--- config.mk ---
export PLATFORM = sky130hd
export DESIGN_NAME = firebird_regfile_sb
export DESIGN_NICKNAME = d
export VERILOG_FILES = /design/src/rtl/firebird_rf_pkg.sv /design/src/rtl/firebird_rf_pend_cnt.sv /design/src/rtl/firebird_regfile_sb.sv
export SDC_FILE = /design/constraint.sdc
export NUM_CORES = 2
export LEC_CHECK = 0
export CAP_MARGIN = 20
export CELL_PAD_IN_SITES_DETAIL_PLACEMENT = 1
export CELL_PAD_IN_SITES_GLOBAL_PLACEMENT = 1
export CORE_MARGIN = 2
export CORE_UTILIZATION = 30
export CTS_CLUSTER_DIAMETER = 150
export CTS_CLUSTER_SIZE = 14
export DETAILED_ROUTE_END_ITERATION = 8
export HOLD_SLACK_MARGIN = 0.08
export PLACE_DENSITY = 0.6
export SETUP_SLACK_MARGIN = 0.2
export SKIP_CTS_REPAIR_TIMING = 1
export SLEW_MARGIN = 20
export SYNTH_ARGS = -nofsm -noshare
export SYNTH_HDL_FRONTEND = slang
export SYNTH_SLANG_ARGS = --single-unit
--- constraint.sdc ---
create_clock -name clk -period 3.5 [get_ports clk]
set_input_delay 0.35 -clock clk [delete_from_list [all_inputs] [get_ports clk]]
set_output_delay 0.35 -clock clk [all_outputs]
set_load 0.005 [all_outputs]
--- src/rtl/firebird_rf_pkg.sv ---
// rtl/firebird_rf_pkg.sv - shared constants and helpers for the Firebird register file
package firebird_rf_pkg;

    localparam int XLEN_DEF = 32;
    localparam int REG_ZERO = 0;

    // Address width for a given register count; at least one bit.
    function automatic int calc_aw(input int nregs);
        return (nregs > 1) ? $clog2(nregs) : 1;
    endfunction

endpackage

--- src/rtl/firebird_rf_pend_cnt.sv ---
// rtl/firebird_rf_pend_cnt.sv - saturating pending-write counter for one register
module firebird_rf_pend_cnt #(
    parameter int CW = 2
) (
    input  logic          clk,
    input  logic          reset,
    input  logic          inc,
    input  logic          dec,
    output logic [CW-1:0] count,
    output logic          zero,
    output logic          full,
    output logic          underflow
);

    localparam logic [CW-1:0] CMAX = '1;

    assign zero      = (count == '0);
    assign full      = (count == CMAX);
    // A retire with nothing pending, unless an issue in the same cycle covers it.
    assign underflow = dec && !inc && zero;

    // Up/down count that never wraps; a simultaneous inc and dec cancel.
    always_ff @(posedge clk) begin
        if (reset) begin
            count <= '0;
        end else if (inc && !dec && !full) begin
            count <= count + CW'(1);
        end else if (dec && !inc && !zero) begin
            count <= count - CW'(1);
        end
    end

endmodule

--- src/rtl/firebird_regfile_sb.sv ---
// rtl/firebird_regfile_sb.sv - multi-port register file with pending-write scoreboard (option: FIREBIRD_RF_BYPASS_EN)
module firebird_regfile_sb
    import firebird_rf_pkg::*;
#(
    parameter  int XLEN    = XLEN_DEF,
    parameter  int NREGS   = 32,
    parameter  int NRPORTS = 2,
    parameter  int CW      = 2,
    localparam int AW      = calc_aw(NREGS)
) (
    input  logic                    clk,
    input  logic                    reset,
    input  logic [NRPORTS*AW-1:0]   raddr,
    output logic [NRPORTS*XLEN-1:0] rdata,
    output logic [NRPORTS-1:0]      rbusy,
    input  logic                    issue_valid,
    input  logic [AW-1:0]           issue_rd,
    output logic                    issue_ready,
    input  logic                    we,
    input  logic [AW-1:0]           waddr,
    input  logic [XLEN-1:0]         wdata,
    output logic                    wb_underflow
);

    localparam logic [AW-1:0] ZERO_ADDR = AW'(REG_ZERO);

    logic [XLEN-1:0] regs     [NREGS];
    logic [CW-1:0]   cnt      [NREGS];
    logic            zero_vec [NREGS];
    logic            full_vec [NREGS];
    logic            uf_vec   [NREGS];

    logic wb_fire;
    logic issue_acc;
    logic same_reg;
    logic any_uf;

    // Issue and writeback are both suppressed while reset is held.
    assign wb_fire     = !reset && we && (waddr != ZERO_ADDR);
    assign issue_ready = (issue_rd == ZERO_ADDR) || !full_vec[issue_rd];
    assign issue_acc   = !reset && issue_valid && issue_ready && (issue_rd != ZERO_ADDR);
    assign same_reg    = issue_acc && wb_fire && (issue_rd == waddr);

    // x0 has no counter: it is never pending and never underflows.
    assign cnt[0]      = '0;
    assign zero_vec[0] = 1'b1;
    assign full_vec[0] = 1'b0;
    assign uf_vec[0]   = 1'b0;

    for (genvar i = 1; i < NREGS; i++) begin : g_cnt
        firebird_rf_pend_cnt #(
            .CW(CW)
        ) u_cnt (
            .clk       (clk),
            .reset     (reset),
            .inc       (issue_acc && (issue_rd == AW'(i))),
            .dec       (wb_fire && (waddr == AW'(i))),
            .count     (cnt[i]),
            .zero      (zero_vec[i]),
            .full      (full_vec[i]),
            .underflow (uf_vec[i])
        );
    end

    // Any register retiring with nothing pending this cycle.
    always_comb begin
        any_uf = 1'b0;
        for (int r = 0; r < NREGS; r++) begin
            any_uf = any_uf | uf_vec[r];
        end
    end

    // Sticky underflow flag, cleared only by reset.
    always_ff @(posedge clk) begin
        if (reset) begin
            wb_underflow <= 1'b0;
        end else if (any_uf) begin
            wb_underflow <= 1'b1;
        end
    end

    // Register storage; x0 is never written so it stays zero after reset.
    always_ff @(posedge clk) begin
        if (reset) begin
            for (int r = 0; r < NREGS; r++) begin
                regs[r] <= '0;
            end
        end else if (wb_fire) begin
            regs[waddr] <= wdata;
        end
    end

    for (genvar k = 0; k < NRPORTS; k++) begin : g_rd
        logic [AW-1:0] a;
        logic          hit;

        assign a = raddr[k*AW +: AW];
`ifdef FIREBIRD_RF_BYPASS_EN
        assign hit = wb_fire && (a == waddr);
`else
        assign hit = 1'b0;
`endif
        // A forwarded read is busy only if writes remain after this retire.
        assign rdata[k*XLEN +: XLEN] = (a == ZERO_ADDR) ? '0 : (hit ? wdata : regs[a]);
        assign rbusy[k] = (a == ZERO_ADDR) ? 1'b0 :
                          hit ? (same_reg ? !zero_vec[a] : (cnt[a] > CW'(1))) :
                          !zero_vec[a];
    end

endmodule

==> impl_metrics.py <==
metrics = {
    "power_and_ir_drop": {
        "cellLeakagePower_nw": 23.4,
        "p_per_area_nw_per_um2": 425,
        "power_frac_seq_pct": 52.3,
        "power_switching_mw": 7.65,
        "ir_drop_mv": 0.429,
        "p_clk_share_pct": 32.5,
        "switching_share_pct": 26.3,
        "power_frac_comb_pct": 15.2,
        "intPower_mw": 21.4,
    },
    "logic_synthesis": {
        "async_reset_ff_share_pct": 0,
        "synth_warnings": 0,
        "synth_cells": 3955,
        "synth_seq_area_share_pct": 54.2,
        "synth_top_area_share_pct": 52.1,
        "netlist_area_um2": 59000,
        "synth_flop_cell": "edfxtp_1",
        "synth_area_leaders": "edfxtp_1 52%, mux4_2 25%, and2_1 9.2%",
        "yosysUniqueCellTypes": 71,
        "synth_top_area_cell": "edfxtp_1",
        "synth_edf_count": 1024,
        "synth-seq-cells": 1087,
        "syn_avg_cell_area_um2": 14.9,
    },
    "timing": {
        "clock_skew_ns": 0.0136,
        "finalSetupViolCount": 0,
        "rsz0062_at_grt": "yes",
        "finalMaxSlewViolations": 0,
        "slew_headroom_pct": 23.5,
        "post-route-period-util_pct": 97.1,
        "holdWs_ns": 0.132,
        "worst_pin_slew_ns": 1.14,
        "period_needed_ns": 3.40,
        "tns_ns": 0,
        "fmax_ghz": 0.294,
        "final_hold_viol_count": 0,
    },
    "cts": {
        "cts_made_buffers": 87,
        "cts.sinks": 1087,
        "cts_max_path_buffers": 3,
        "clkTransAtPathRegs_ns": 0.08,
        "htree_levels": 3,
        "ctsRootBufferMaster": "clkbuf_16",
        "cts_tree": "built",
        "clock_latency_ns": 0.72,
    },
    "grt": {
        "first_global_vias": 39800,
        "antenna_found_initial": 41,
        "grt_usage_pct": 22.5,
        "grt.overflow.total": 0,
        "grt_pass1_wl_um": 315000,
        "grt_max_degree": 129,
    },
    "floorplan": {
        "chipHeight_um": 448,
        "die_w_um": 448,
        "fp.dieArea_um2": 200000,
        "initial_core_util_pct": 30.2,
        "rows": 162,
        "ioPinCount": 124,
        "fp.coreArea_um2": 195000,
    },
    "worst_setup_path": {
        "cp_common_cell": "mux4_2",
        "setup.worst_path.start": "regs[12][27]",
        "path_buf_inv": 1,
        "worst-path-max-fanout": 2,
        "cpLargestDelayFamily": "multiplexers",
        "r2r_start": "g_cnt[13].u_cnt.count[0]",
        "critPathCaptureType": "output pin",
        "slowest_delay_ns": 0.53,
        "reg2reg_slack_ns": 0.47,
        "worst-endpoint-arrival_ns": 3.05,
        "critPathSlowestCell": "mux4_2",
        "critPathLaunchType": "flip-flop",
        "cp.required_ns": 3.15,
        "critical_path_class": "reg -> out",
        "path_cells": "mux4_2 > mux4_2 > mux2i_1 > nor2_1 > clkdlybuf4s50_1",
    },
    "cells_and_area": {
        "drive_above_1_share_pct": 30.0,
        "layout.cells.non_filler": 6748,
        "final_nets": 4153,
        "area_growth_pct": 16.0,
        "utilization_pct": 35.1,
        "fill_cells": 20000,
    },
    "drt": {
        "vias": 38800,
        "drt-initial-drc-count": 5006,
        "finalWirelength_um": 227000,
        "detail_route.wl_per_cell_um": 33.6,
        "detail-route-antenna-nets": 0,
        "vias_per_cell": 5.75,
        "firstDrtPassIters": 5,
        "post-route-drc-count": 0,
    },
    "place": {
        "place_inst": 6625,
        "place_congestion": 0.853,
        "hpwl_um": 143000,
        "port_buffers": 123,
    },
    "hold_path": {
        "hp-start": "reset",
        "hp-class": "in -> reg",
    },
    "job": {
        "drv_cap": 0,
    },
    "status": {
        "status": "finished, final reports clean",
    },
}
[final cells by class]
class                           instances  area, um2  area share, %
Multi-Input combinational cell       2446      25800           37.7
Sequential cell                      1087      32100           46.8
Antenna cell                           11       27.5         0.0402
Clock buffer                           98       2220           3.24
Clock inverter                          7        144          0.210
Timing Repair Buffer                  433       4720           6.90
Inverter                               42        158          0.230
Tap cell                             2624       3280           4.80
[layer usage]
| metal | track usage (%) | vias to the layer above | wire length (um) |
|---|---|---|---|
| li1 | - | 15500 | - |
| met1 | 31.0 | 20900 | 92700 |
| met2 | 36.4 | 1968 | 108000 |
| met3 | 3.63 | 375 | 19100 |
| met4 | 6.68 | 8 | 7410 |
| met5 | 0 | - | 49 |
[through the flow]
step	power [mW]	setup slack (ns)	area, um2
3_3_place_gp	19.8	-0.0999	65700
4_1_cts	29.2	-0.273	68000
3_5_place_dp	19.9	-0.117	65600
6_report	29.1	0.101	68400
5_1_grt	29.9	-0.0148	68400
2_1_floorplan	17.7	0.508	59100
[placed cells by master, fill, tap and decap left out, types with 29 or more instances in the layout]
| cell type | instances |
|---|---|
| edfxtp_1 | 1024 |
| nor3_1 | 46 |
| and2_1 | 868 |
| a21oi_1 | 52 |
| inv_1 | 42 |
| dfxtp_1 | 36 |
| or2_2 | 29 |
| dlymetal6s2s_1 | 43 |
| buf_12 | 83 |
| buf_4 | 226 |
| clkbuf_16 | 89 |
| and3_1 | 139 |
| nand2_1 | 126 |
| nor2_1 | 94 |
| clkdlybuf4s50_1 | 59 |
| o21ai_0 | 82 |
| mux4_2 | 654 |
| conb_1 | 32 |
[state kept, by name, indices dropped and copies added (netlist names)]
signal and cells:
g_cnt.u_cnt.count 62, regs 1024, wb_underflow 1
[cell usage after synthesis (5+ instances only)]
cell and count:
edfxtp_1 1024, and2_1 869, mux4_2 654, clkbuf_1 334
and3_1 139, nand2_1 133, nor2_1 129, o21ai_0 101
dfxtp_1 63, buf_1 58, a21oi_1 53, nor3_1 48
inv_1 42, mux2i_1 34, nand2b_1 29, or2_2 29
a211oi_1 19, nand3b_1 19, a31oi_1 17, nand3_1 17
buf_2 10, o31ai_1 10, nor2b_1 9, o22ai_1 8
nor4_1 7, o21a_1 6, a311oi_1 5, buf_4 5
mux2_2 5, o21ai_1 5
[worst paths after layout]
path | to | cells after the start
worst max-delay path | rdata[27] | 5
worst min-delay path | g_cnt[17].u_cnt.count[0] | 3
worst max register to register | g_cnt[15].u_cnt.count[0] | 10
worst min register to register | g_cnt[31].u_cnt.count[1] | 2
[power groups by stage]
stage	Clock (mW)	Sequential (mW)	Combinational, mW
after detailed placement	0	15.5	4.37
after global placement	0	15.4	4.36
after global routing	10.1	15.3	4.59
final	9.46	15.2	4.42
after floorplan	0	15.3	2.40
after CTS	9.65	15.2	4.38
[cell families (layout without fill, tap and decap cells)]
logic type                after synthesis  count (layout)  synth area share, %
AOI/OAI and AO/OA                     262             262                 2.78
and+or+nand+nor                      1455            1455                 14.3
muxes                                 693             693                 25.6
DFF                                  1087            1087                 54.2
other                                   1              43              0.00635
xor gates and xnor gates                4               4               0.0594
buffers and inverters                 453             580                 2.97
[tightest hold or removal path, stage by stage]
cell and delay (ns):
buf_6 0.11, buf_4 0.22, nor2_1 0.12
Note: power is estimated with default switching activity, not from simulation.
